===== src/rtl/image_stream_pkg.sv =====
// Shared types and constants for the processed-image stream reader.
package image_stream_pkg;

  localparam int PIX_W      = 8;
  localparam int DEF_ADDR_W = 32;
  localparam int DEF_CNT_W  = 17;

  typedef enum logic [1:0] {
    ST_IDLE  = 2'd0,
    ST_READ  = 2'd1,
    ST_DRAIN = 2'd2,
    ST_DONE  = 2'd3
  } state_t;

endpackage


===== src/rtl/image_stream_reader_stream_fifo2.sv =====
// Two-entry register FIFO; entry 0 is always the head.
module image_stream_reader_stream_fifo2
  import image_stream_pkg::*;
#(
  parameter int W = PIX_W
) (
  input  logic         clk,
  input  logic         rst_n,
  input  logic         push,
  input  logic [W-1:0] din,
  input  logic         pop,
  output logic [1:0]   count,
  output logic [W-1:0] head
);

  logic [W-1:0] ent0_q, ent0_d;
  logic [W-1:0] ent1_q, ent1_d;
  logic [1:0]   count_q, count_d;
  logic         pop_ok;

  assign pop_ok = pop && (count_q != 2'd0);

  // Next entry contents and occupancy for push, pop, or both in one cycle.
  always_comb begin
    ent0_d  = ent0_q;
    ent1_d  = ent1_q;
    count_d = count_q;
    case ({push, pop_ok})
      2'b10: begin
        if (count_q == 2'd0) begin
          ent0_d  = din;
          count_d = 2'd1;
        end else if (count_q == 2'd1) begin
          ent1_d  = din;
          count_d = 2'd2;
        end
      end
      2'b01: begin
        ent0_d  = ent1_q;
        count_d = count_q - 2'd1;
      end
      2'b11: begin
        if (count_q == 2'd1) begin
          ent0_d = din;
        end else begin
          ent0_d = ent1_q;
          ent1_d = din;
        end
      end
      default: ;
    endcase
  end

  // Storage registers; reset leaves the FIFO empty with zeroed entries.
  always_ff @(posedge clk or negedge rst_n) begin
    if (!rst_n) begin
      ent0_q  <= '0;
      ent1_q  <= '0;
      count_q <= 2'd0;
    end else begin
      ent0_q  <= ent0_d;
      ent1_q  <= ent1_d;
      count_q <= count_d;
    end
  end

  assign count = count_q;
  assign head  = ent0_q;

endmodule


===== src/rtl/image_stream_reader.sv =====
// Streams a contiguous pixel range from the processed-image memory onto a
// valid/ready byte interface. The memory read is synchronous (1-cycle latency).
//
// mem_addr_q always holds the next address to read (base + issued). A read is
// issued in the cycle the address is on the bus, so the memory samples it at
// the closing edge and its data is pushed one edge later. Counting the pop of
// the current cycle in the occupancy lets the stream run at one beat per cycle
// while FIFO + in-flight never exceeds the two FIFO entries.
module image_stream_reader
  import image_stream_pkg::*;
#(
  parameter int ADDR_W = DEF_ADDR_W,
  parameter int DATA_W = PIX_W,
  parameter int CNT_W  = DEF_CNT_W
) (
  input  logic              clk,
  input  logic              rst,
  input  logic              start,
  input  logic [ADDR_W-1:0] base_addr,
  input  logic [CNT_W-1:0]  pix_count,
  output logic              busy,
  output logic              done,
  output logic [ADDR_W-1:0] mem_addr,
  input  logic [DATA_W-1:0] mem_rd,
  output logic [DATA_W-1:0] out_data,
  output logic              out_valid,
  input  logic              out_ready,
  output logic              out_last
);

  state_t            state_q, state_d;
  logic [CNT_W-1:0]  cnt_q, cnt_d;
  logic [CNT_W-1:0]  issued_q, issued_d;
  logic [CNT_W-1:0]  beats_q, beats_d;
  logic              inflight_q, inflight_d;
  logic [ADDR_W-1:0] mem_addr_q, mem_addr_d;

  logic [1:0]        fifo_count;
  logic [DATA_W-1:0] fifo_head;
  logic [2:0]        occ;
  logic              pop;
  logic              issue;
  logic              accept;

  image_stream_reader_stream_fifo2 #(.W(DATA_W)) u_fifo (
    .clk   (clk),
    .rst_n (rst),
    .push  (inflight_q),
    .din   (mem_rd),
    .pop   (pop),
    .count (fifo_count),
    .head  (fifo_head)
  );

  assign pop    = out_valid && out_ready;
  assign accept = (state_q == ST_IDLE) && start;
  assign occ    = {1'b0, fifo_count} + {2'b00, inflight_q} - {2'b00, pop};
  assign issue  = (state_q == ST_READ) && (issued_q < cnt_q) && (occ < 3'd2);

  // State register.
  always_ff @(posedge clk or negedge rst) begin
    if (!rst) state_q <= ST_IDLE;
    else      state_q <= state_d;
  end

  // Next-state logic.
  always_comb begin
    state_d = state_q;
    case (state_q)
      ST_IDLE:  if (start) state_d = (pix_count == '0) ? ST_DONE : ST_READ;
      ST_READ:  if (issue && (issued_q + CNT_W'(1) == cnt_q)) state_d = ST_DRAIN;
      ST_DRAIN: if (pop && out_last) state_d = ST_DONE;
      ST_DONE:  state_d = ST_IDLE;
      default:  state_d = ST_IDLE;
    endcase
  end

  // Outputs decoded from state, FIFO occupancy and the beat counter.
  always_comb begin
    busy      = (state_q != ST_IDLE);
    done      = (state_q == ST_DONE);
    out_valid = (fifo_count != 2'd0);
    out_data  = fifo_head;
    out_last  = out_valid && (beats_q == cnt_q - CNT_W'(1));
    mem_addr  = mem_addr_q;
  end

  // Counters, latched transfer parameters and read address update.
  always_comb begin
    cnt_d      = cnt_q;
    issued_d   = issued_q;
    beats_d    = beats_q;
    mem_addr_d = mem_addr_q;
    inflight_d = issue;
    if (accept) begin
      cnt_d      = pix_count;
      issued_d   = '0;
      beats_d    = '0;
      mem_addr_d = base_addr;
    end else begin
      if (issue) begin
        issued_d   = issued_q + CNT_W'(1);
        mem_addr_d = mem_addr_q + ADDR_W'(1);
      end
      if (pop) beats_d = beats_q + CNT_W'(1);
    end
  end

  // Datapath registers.
  always_ff @(posedge clk or negedge rst) begin
    if (!rst) begin
      cnt_q      <= '0;
      issued_q   <= '0;
      beats_q    <= '0;
      inflight_q <= 1'b0;
      mem_addr_q <= '0;
    end else begin
      cnt_q      <= cnt_d;
      issued_q   <= issued_d;
      beats_q    <= beats_d;
      inflight_q <= inflight_d;
      mem_addr_q <= mem_addr_d;
    end
  end

endmodule

===== config.mk =====
export PLATFORM = sky130hd
export DESIGN_NAME = image_stream_reader
export DESIGN_NICKNAME = d
export VERILOG_FILES = /design/src/rtl/image_stream_pkg.sv /design/src/rtl/image_stream_reader_stream_fifo2.sv /design/src/rtl/image_stream_reader.sv
export SDC_FILE = /design/constraint.sdc
export NUM_CORES = 1
export LEC_CHECK = 0
export CORE_ASPECT_RATIO = 1.2
export CORE_MARGIN = 2
export CORE_UTILIZATION = 55
export DETAILED_ROUTE_END_ITERATION = 8
export DONT_BUFFER_PORTS = 1
export HOLD_SLACK_MARGIN = 0.02
export PLACE_DENSITY = 0.7
export SLEW_MARGIN = 20
export SYNTH_ARGS = -nofsm -noshare
export SYNTH_HDL_FRONTEND = slang
export SYNTH_SLANG_ARGS = --single-unit
export TNS_END_PERCENT = 30

===== constraint.sdc =====
create_clock -name clk -period 7.7 [get_ports clk]
set_input_delay 0.77 -clock clk [delete_from_list [all_inputs] [get_ports clk]]
set_output_delay 0.77 -clock clk [all_outputs]
set_load 0.02 [all_outputs]

==> impl_metrics.csv, run 1 <==
group,metric,value,unit
synth,netlist.area_leader.share,0.384,
sta,relSlewSlack,0.311,
cts,clock_sinks,104,
floorplanning,num_rows,44,
synth,synth_edf_count,0,
synth,synth-compound-area-share,0.119,
floorplanning,start_util,0.562,
synth,synth-adder-area-share,0.0621,
layout,drive_above_1_share,0.0781,
route,num_vias,5433,
cts,postCtsHoldBufs,0,
route,ant_nets,0,
synth,synth_area_leaders,"dfrtp_1, xnor2_1, ha_1, nor2_1, nand2_1",
grt,grt_max_degree,109,
layout,regArea,2600,sq um
cts,clk_pin_slew_worst_paths,80,ps
layout,fillCellCount,1051,
layout,antenna_cells,0,
sta,final.setup_skew,8.14,ps
cts,clockBufferDepth,2,
power_and_ir_drop,power_density,367,nW/um^2
route,drc,0,
setup_path,rr_worst_depth,15,
sta,tns,0,ps
place,dp_hpwl,11500,um
route,vias_per_cell,5.93,
synth,synth_ff_type,"dfrtp_1",
layout,fin_cells,916,
sta,setup_viol,0,
setup_path,cp.required,6930,ps
place,placedCellCount,900,
sta,report.final.slew_viol_count,0,
outcome,status,"finished clean",
power_and_ir_drop,combPwrFrac,0.396,
sta,max_freq,246,MHz
setup_path,crit_fanout,6,
sta,grt_setup_unrepaired,"false",
power_and_ir_drop,seqPwrFrac,0.435,
place,io_buffer_count,0,
layout,multi_input_area,3860,sq um
layout,final_nets,844,
synth,synthXorXnorAreaFrac,0.122,
setup_path,r2r-start,"u_fifo.count[1]",
route,avgRoutedWirePerCell,17.2,um
route,drt_first_iter_violations,321,
synth,netlist_area,6770,sq um
setup_path,worst_setup_path_start_kind,"flop",
power_and_ir_drop,switchingPower,1210,uW
synth,synth_area_leader_cell,"dfrtp_1",
cts,numCtsBuffers,9,
sta,post-route-min-period,4060,ps
setup_path,rr_endpoint,"mem_addr[31]",
sta,final.period_utilization,0.527,
setup_path,cp-end-kind,"primary output",
cts,root_buffer,"clkbuf_16",
job,cap_violations,0,
synth,synth_top_family_by_area,"simple AND/OR/NAND/NOR gates",
worst_hold_path,holdCritPathClass,"in -> async",
layout,syn_to_final_growth,5.51,%
synth,ys_seq_area_frac,0.384,
grt,grt_pass1_vias,5495,
setup_path,cp.arrival,3290,ps
floorplanning,dieArea,13200,sq um
synth,ys_warn_count,0,
cts,cts_tree,"done",
power_and_ir_drop,vdd.ir_drop.worst,0.177,mV
floorplanning,fp.dieH,126,um
synth,synth-simple-area-share,0.224,
route,firstDrtPassIters,4,
setup_path,crit_type,"reg -> out",
setup_path,regToRegSetupSlack,3810,ps
synth,yosysUniqueCellTypes,68,
power_and_ir_drop,internal_power,1420,uW
synth,syn_area_per_cell,8.82,sq um
cts,cts_resized,0,
sta,hold_violations,0,
floorplanning,core,12100,sq um
power_and_ir_drop,sw_frac_of_total,0.460,
sta,tightest_slew,1030,ps
power_and_ir_drop,clkPwrFrac,0.169,
place,routabilityCongestion,0.857,
floorplanning,ioPinCount,105,
synth,synth_cells,768,
synth,syn_nets,862,
synth,synthMuxAreaShare,0.0418,
grt,overflow,0,
power_and_ir_drop,leakagePower,0.00289,uW
grt,grt_first_pass_wirelength,26500,um
cts,clkLatencyLatePin,350,ps
grt,grt_usage,0.247,
grt,antenna_found_initial,0,
synth,ys_seq_elements,104,
cts,htreeDepth,3,
floorplanning,fp.dieW,105,um
synth,ys_async_sr_fraction,1.00,
route,routed_wl,15800,um
cts,cts_setup_buffers,0,
[how the worst max path moves through the flow]
stage / start / end / cells past startpoint
after global routing: u_fifo.count[1] / mem_addr[31] / 15
after global placement: out_ready / mem_addr[31] / 13
after detailed placement: out_ready / mem_addr[31] / 13
final: cnt_q[1] / out_last / 9
after CTS: cnt_q[1] / out_last / 9
after floorplan: out_ready / mem_addr[24] / 13
[cell usage after synthesis (all sizes together), types with 2 or more instances]
library cell	number
dfrtp	104
nor2	95
nand2	89
xnor2	69
o21ai	50
inv	44
ha	32
a21oi	30
xor2	25
clkbuf	24
nand3	21
nor3	21
mux2	18
nand4	16
nor4	16
or3	11
buf	10
a31oi	9
a22oi	8
mux2i	8
and3	5
nor4b	5
and4	4
nand2b	4
nor2b	4
o211ai	4
or4	4
a2111oi	3
a21o	3
o311ai	3
a211oi	2
a32oi	2
and2	2
o2111ai	2
o211a	2
o221ai	2
o31ai	2
or2	2
[through the flow]
step / hold slack [ps] / instance area (sq um) / setup WS (ps) / total power, uW / util
2_1_floorplan: 474 / 6770 / 4030 / 1930 / -
3_3_place_gp: 477 / 6860 / 3870 / 2120 / 0.569
3_5_place_dp: 478 / 6860 / 3780 / 2180 / 0.569
4_1_cts: 93.6 / 7140 / 3610 / 2640 / 0.592
5_1_grt: 88.8 / 7140 / 3380 / 2820 / 0.592
6_report: 102 / 7140 / 3640 / 2620 / 0.592
[final cells by class]
type | instances | area share
Timing Repair Buffer | 5 | 0.00525
Clock buffer | 10 | 0.0321
Sequential cell | 104 | 0.364
Inverter | 44 | 0.0231
Clock inverter | 6 | 0.00718
Tap cell | 161 | 0.0282
Multi-Input combinational cell | 586 | 0.540
[metal layers]
| metal | routed length (um) | track usage | vias up |
|---|---|---|---|
| met5 | 0 | 0 | - |
| li1 | - | - | 2615 |
| met1 | 6650 | 0.309 | 2672 |
| met4 | 232 | 0.0769 | 0 |
| met2 | 7980 | 0.422 | 128 |
| met3 | 919 | 0.0584 | 18 |
[worst max-delay path: stages (launching register included)]
cell and delay (ps):
dfrtp_1 430, inv_1 120, ha_1 230, or4b_1 630
nor4_2 330, nand4_1 170, xnor2_1 210, nand4_1 180
nor4b_1 420, buf_4 220
[logic make-up after synthesis]
family / Yosys count
adder cells (fa/ha/maj): 33
XOR/XNOR: 94
multiplexers: 26
buffers and inverters: 78
AND/OR/NAND/NOR: 304
flip-flops: 104
AO/OA/AOI/OAI: 129
[flip-flops by register name (all words and copies together), names as in the netlist]
name / flops
u_fifo.count: 2
state_q: 2
mem_addr: 32
cnt_q: 17
u_fifo.ent1_q: 8
inflight_q: 1
issued_q: 17
beats_q: 17
u_fifo.head: 8
[power groups by stage]
stage	Combinational, uW	Sequential [uW]	Clock (uW)
after floorplan	886	1040	0
after global placement	979	1140	0
after detailed placement	1030	1150	0
after CTS	1040	1140	457
after global routing	1180	1170	474
final	1040	1140	444
[cells in the final DEF (no fill, tap or decap), types with 3 or more instances in the layout]
| cell | Yosys | final |
|---|---|---|
| buf_4 | 3 | 5 |
| a21o_1 | 3 | 3 |
| nor2_1 | 94 | 93 |
| and3_1 | 5 | 5 |
| clkbuf_16 | 0 | 9 |
| mux2i_1 | 8 | 8 |
| nor4b_1 | 5 | 5 |
| and4_1 | 4 | 4 |
| o21ai_0 | 31 | 31 |
| or3_1 | 11 | 11 |
| nand3_1 | 19 | 19 |
| nor2b_1 | 4 | 4 |
| xor2_1 | 25 | 25 |
| ha_1 | 32 | 32 |
| nor4_2 | 3 | 3 |
| a22oi_1 | 8 | 8 |
| nand4_1 | 15 | 15 |
| nand2b_1 | 4 | 4 |
| xnor2_1 | 69 | 69 |
| inv_1 | 43 | 43 |
| mux2_2 | 18 | 18 |
| dfrtp_1 | 104 | 104 |
| nor4_1 | 12 | 12 |
| o21ai_1 | 19 | 19 |
| a31oi_1 | 9 | 9 |
| nand2_1 | 89 | 89 |
| o211ai_1 | 3 | 3 |
| a21oi_1 | 30 | 30 |
| or4_1 | 3 | 3 |
| nor3_1 | 19 | 19 |
Note: power is estimated with default switching activity, not from simulation.
==> run 2: changes to the inputs <==
==> constraint.sdc (replaced) <==
create_clock -name clk -period 4 [get_ports clk]
set_input_delay 0.4 -clock clk [delete_from_list [all_inputs] [get_ports clk]]
set_output_delay 0.4 -clock clk [all_outputs]
set_load 0.02 [all_outputs]
==> impl_metrics.csv, run 2 (synthesis results as in run 1) <==
group,metric,value,unit
outcome,status,"finished clean",
floorplanning,ioPinCount,105,
floorplanning,dieArea,13200,sq um
grt,overflow,0,
layout,fillCellCount,1048,
place,placed_area,6890,sq um
sta,tns,0,ps
floorplanning,start_util,0.562,
cts,clkLatencyLatePin,360,ps
floorplanning,num_rows,44,
worst_hold_path,holdCritPathClass,"in -> reg",
route,met3WireLength,962,um
sta,max_freq,272,MHz
setup_path,cp.required,3600,ps
layout,drive_above_1_share,0.0883,
sta,fin_ws,317,ps
sta,tightest_slew,1040,ps
grt,grt_usage,0.249,
cts,clockBufferDepth,2,
setup_path,cp.arrival,3280,ps
setup_path,crit_type,"reg -> out",
place,place_ws,48.0,ps
route,num_vias,5461,
route,wirelength_met1,6620,um
place,routabilityCongestion,0.844,
setup_path,worst_setup_path_start_kind,"flop",
sta,final.period_utilization,0.921,
layout,final_common_cell,"dfrtp_1",
floorplanning,fp.dieW,105,um
route,ant_nets,0,
power_and_ir_drop,p_total,5170,uW
route,firstDrtPassIters,4,
cts,numCtsBuffers,9,
worst_hold_path,holdPathStages,2,
cts,htreeDepth,3,
power_and_ir_drop,vdd.ir_drop.worst,0.442,mV
cts,clock_sinks,104,
route,routed_wl,15700,um
cts,clk_pin_slew_worst_paths,70,ps
layout,mostFrequentLayoutCells,"dfrtp_1, nor2_1, nand2_1, xnor2_1, inv_1",
layout,syn_to_final_growth,7.41,%
route,drt_first_iter_violations,310,
power_and_ir_drop,power_density,711,nW/um^2
power_and_ir_drop,leakagePower,0.00294,uW
layout,final_cell_area,7270,sq um
setup_path,cp-end-kind,"primary output",
grt,grt_max_degree,109,
sta,hold_violations,0,
setup_path,crit_fanout,6,
worst_hold_path,min_from,"base_addr[13]",
setup_path,worstPathCellList,"inv_1 -> ha_1 -> or4b_1 -> nor4_2 -> nand4_1 -> xnor2_1 -> nand4_1 -> nor4b_1 -> buf_4",
grt,grt_pass1_vias,5525,
sta,report.final.slew_viol_count,0,
cts,cts_tree,"done",
cts,cts_setup_buffers,0,
floorplanning,core,12100,sq um
setup_path,path_common_cell,"nand4_1",
setup_path,r2r-start,"u_fifo.count[1]",
layout,final_nets,848,
place,dp_hpwl,11600,um
sta,relSlewSlack,0.303,
setup_path,crit_path_top_delay_cell,"or4b_1",
route,routed.top_layer,"met4",
floorplanning,fp.dieH,126,um
route,avgRoutedWirePerCell,17.0,um
route,vias_per_cell,5.94,
layout,antenna_cells,0,
setup_path,startpoint,"cnt_q[1]",
place,io_buffer_count,0,
sta,setup_viol,0,
sta,final.setup_skew,11.4,ps
job,cap_violations,0,
layout,largest_reg_flops,32,
route,dr_wl_met2,7640,um
sta,post-route-min-period,3680,ps
layout,post-route-util,0.603,
route,drc,0,
grt,grt_first_pass_wirelength,26500,um
setup_path,max_stage_delay,630,ps
setup_path,rr_worst_depth,15,
grt,antenna_found_initial,0,
sta,grt_setup_unrepaired,"false",
cts,root_buffer,"clkbuf_16",
[run 2: changes by cell type in the layout (fill, tap and decap cells not counted), sizes merged]
cell         delta
dlygate4sd3     +1
clkbuf          +1
buf             +3
inv             -1
clkinv          -1
bufinv          +1
[run 2: worst paths after layout]
path / to / slack, ps
worst max-delay path: out_last / 320
worst min-delay path: mem_addr[13] / 160
worst max register to register: mem_addr[10] / 360
worst min register to register: u_fifo.ent1_q[6] / 540
max in group asynchronous: cnt_q[3] / 2920
min in group asynchronous: beats_q[3] / 600
[run 2: per-layer routing]
layer / track usage / vias up
li1: - / 2628
met1: 0.309 / 2664
met2: 0.416 / 137
met3: 0.0553 / 32
met4: 0.105 / 0
met5: 0 / -
[run 2: cell type report]
cell class / count / area (sq um) / share of cell area
clock inverters: 5 / 63.8 / 0.00877
inverters: 44 / 165 / 0.0227
well taps: 161 / 201 / 0.0277
multi-input cells: 586 / 3890 / 0.535
clock buffers: 11 / 243 / 0.0334
repair buffers: 9 / 103 / 0.0141
flip-flops and latches: 104 / 2600 / 0.358
[run 2: repair_timing]
item                       CTS  global route
resized for setup            0             7
hold buffers                 2             0
setup endpoints to repair    0            51
hold endpoints to repair   104             0
[run 2: critical path, delay by kind of cell (launching register included)]
family	cells	cell delay, ps
adders and majority gates	1	230
xor gates and xnor gates	1	190
buffers and inverters	2	340
DFF	1	450
and+or+nand+nor	5	1720
[run 2: per-stage QoR]
step / instances / hold WS, ps
6_report: 920 / 157
5_1_grt: 920 / 155
4_1_cts: 920 / 148
3_5_place_dp: 902 / 108
3_3_place_gp: 902 / 107
2_1_floorplan: 768 / 104
[run 2: report_power, final]
group | internal [uW] | leakage (uW) | switching (uW)
clock network | 510 | 0.000152 | 410
registers | 1430 | 0.00131 | 770
logic | 894 | 0.00148 | 1160
==> run 3: changes to the inputs <==
--- a/config.mk
+++ b/config.mk
@@ -5,6 +5,7 @@
 export SDC_FILE = /design/constraint.sdc
 export NUM_CORES = 1
 export LEC_CHECK = 0
+export ABC_AREA = 1
 export CORE_ASPECT_RATIO = 1.2
 export CORE_MARGIN = 2
 export CORE_UTILIZATION = 55
==> impl_metrics.csv, run 3 <==
group,metric,value,unit
setup_path,regToRegSetupSlack,650,ps
floorplanning,ioPinCount,105,
cts,cts_resized,0,
synth,synth_edf_count,0,
synth,synth_most_common_cell,"nand2_1",
cts,clockBufferDepth,2,
layout,regArea,2600,sq um
floorplanning,dieArea,14900,sq um
route,ant_nets,0,
setup_path,cp-end-kind,"flop",
route,num_vias,7062,
route,vias_per_cell,5.66,
place,placed_area,7770,sq um
place,placedCellCount,1230,
worst_hold_path,holdCritPathClass,"in -> reg",
synth,synth_cells,1088,
route,firstDrtPassIters,5,
layout,multi_input_area,4450,sq um
floorplanning,start_util,0.559,
cts,cts_setup_buffers,0,
power_and_ir_drop,power_density,757,nW/um^2
job,cap_violations,0,
layout,fin_cells,1248,
setup_path,cp.required,4260,ps
power_and_ir_drop,vdd.ir_drop.worst,0.401,mV
sta,post-route-min-period,3350,ps
grt,grt_max_degree,105,
synth,synth_commonest_cells,"nand2_1, nor2_1, inv_1",
layout,largest_reg_flops,32,
grt,grt_first_pass_wirelength,32600,um
cts,clk_pin_slew_worst_paths,70,ps
layout,antenna_cells,0,
sta,tightest_slew,954,ps
route,drt_first_iter_violations,412,
layout,syn_to_final_growth,6.44,%
cts,cts_tree,"done",
synth,synth_area_leader_cell,"dfrtp_1",
sta,tns,0,ps
sta,max_freq,298,MHz
synth,netlist_area,7660,sq um
sta,final.period_utilization,0.838,
setup_path,crit_type,"reg -> reg",
synth,syn_nets,1182,
cts,clkLatencyLatePin,360,ps
synth,syn_area_per_cell,7.04,sq um
synth,yosysUniqueCellTypes,54,
setup_path,crit_fanout,27,
synth,ys_seq_elements,104,
power_and_ir_drop,leakagePower,0.00381,uW
sta,setup_viol,0,
synth,ys_seq_area_frac,0.340,
route,routed_wl,19300,um
synth,ys_async_sr_fraction,1.00,
route,avgRoutedWirePerCell,15.5,um
layout,final_common_cell,"nand2_1",
grt,grt_usage,0.268,
synth,ys_warn_count,0,
layout,final_cell_area,8150,sq um
cts,clock_sinks,104,
floorplanning,num_rows,47,
sta,grt_setup_unrepaired,"false",
layout,final_nets,1166,
layout,drive_above_1_share,0.0752,
setup_path,cp.arrival,3610,ps
sta,final.setup_skew,9.55,ps
synth,synth_area_leaders,"dfrtp_1, nand2_1, nor2_1, inv_1, ha_1",
place,io_buffer_count,0,
sta,report.final.slew_viol_count,0,
cts,htreeDepth,3,
route,drc,0,
sta,relSlewSlack,0.364,
floorplanning,core,13700,sq um
place,dp_hpwl,14500,um
layout,fillCellCount,1312,
setup_path,worst_setup_path_start_kind,"flop",
outcome,status,"finished clean",
grt,grt_pass1_vias,6651,
cts,root_buffer,"clkbuf_16",
place,routabilityCongestion,0.934,
grt,antenna_found_initial,0,
power_and_ir_drop,p_total,6170,uW
floorplanning,fp.dieW,112,um
synth,netlist.area_leader.share,0.340,
floorplanning,fp.dieH,133,um
cts,numCtsBuffers,9,
sta,hold_violations,0,
synth,synth_ff_type,"dfrtp_1",
layout,mostFrequentLayoutCells,"nand2_1, nor2_1, inv_1, dfrtp_1, o21ai_0",
grt,overflow,0,
## run 3: cell count changes in the layout (fill, tap and decap cells not counted), sizes merged, moves of 10 or more
cell | before | now
nand2 | 89 | 294
inv | 46 | 120
xnor2 | 69 | 11
nand3 | 21 | 74
nor2 | 95 | 138
o21ai | 50 | 80
a31oi | 9 | 29
mux2 | 18 | 0
nand4 | 16 | 31
or3 | 11 | 0
a21oi | 30 | 40
## run 3: worst paths after layout
check,from,end,depth (start not counted)
min in group asynchronous,rst,beats_q[4],2
min,pix_count[11],cnt_q[11],2
max in group asynchronous,rst,cnt_q[12],2
min reg2reg,beats_q[16],beats_q[16],1
max reg2reg,u_fifo.count[1],issued_q[10],13
max,u_fifo.count[1],issued_q[10],13
## run 3: stage by stage
step / setup WS, ps / hold slack (ps) / utilization
after global placement: 767 / 108 / 0.567
after floorplan: 1120 / 104 / -
after global routing: 288 / 174 / 0.595
after detailed placement: 659 / 108 / 0.567
after CTS: 634 / 156 / 0.595
final: 649 / 166 / 0.595
## run 3: cell families (layout without fill, tap and decap cells)
logic type	after synthesis	in the layout	share of synthesized area
muxes	3	3	0.00392
and+or+nand+nor	585	585	0.353
AOI/OAI and AO/OA	175	175	0.131
buffers and inverters	155	144	0.0799
DFF	104	104	0.340
xor gates and xnor gates	33	33	0.0377
adders and majority gates	33	33	0.0549
## run 3: layer usage
| layer | vias to the layer above | global-route usage | share of wire |
|---|---|---|---|
| met2 | 177 | 0.445 | 0.49 |
| li1 | 3574 | - | - |
| met5 | - | 0 | 0 |
| met3 | 37 | 0.0532 | 0.061 |
| met1 | 3274 | 0.342 | 0.42 |
| met4 | 0 | 0.116 | 0.029 |
## run 3: final cells by class
| cell class | count | share of cell area |
|---|---|---|
| multi-input combinational | 829 | 0.546 |
| sequential | 104 | 0.319 |
| inverter | 121 | 0.0559 |
| clock buffer | 11 | 0.0310 |
| tap | 171 | 0.0262 |
| timing repair buffer | 7 | 0.0107 |
| clock inverter | 5 | 0.0106 |
## run 3: worst max-delay path: stages, from the launching register on
cell	delay, ps
dfrtp_1	420
inv_1	110
ha_1	300
nor2_1	90
ha_1	270
or2_2	300
fa_1	380
xor2_1	170
nor2_1	110
nand4_1	310
inv_1	220
buf_4	310
nor2_1	70
a311oi_1	190
## run 3: timing repair
item	CTS	global route
hold buffers	2	0
hold endpoints to repair	104	0
setup endpoints to repair	0	0
## run 3: where the power goes
group / total, uW / internal, uW / switching [uW]
clock network: 1010 / 589 / 419
registers: 2240 / 1450 / 792
logic: 2920 / 1050 / 1880
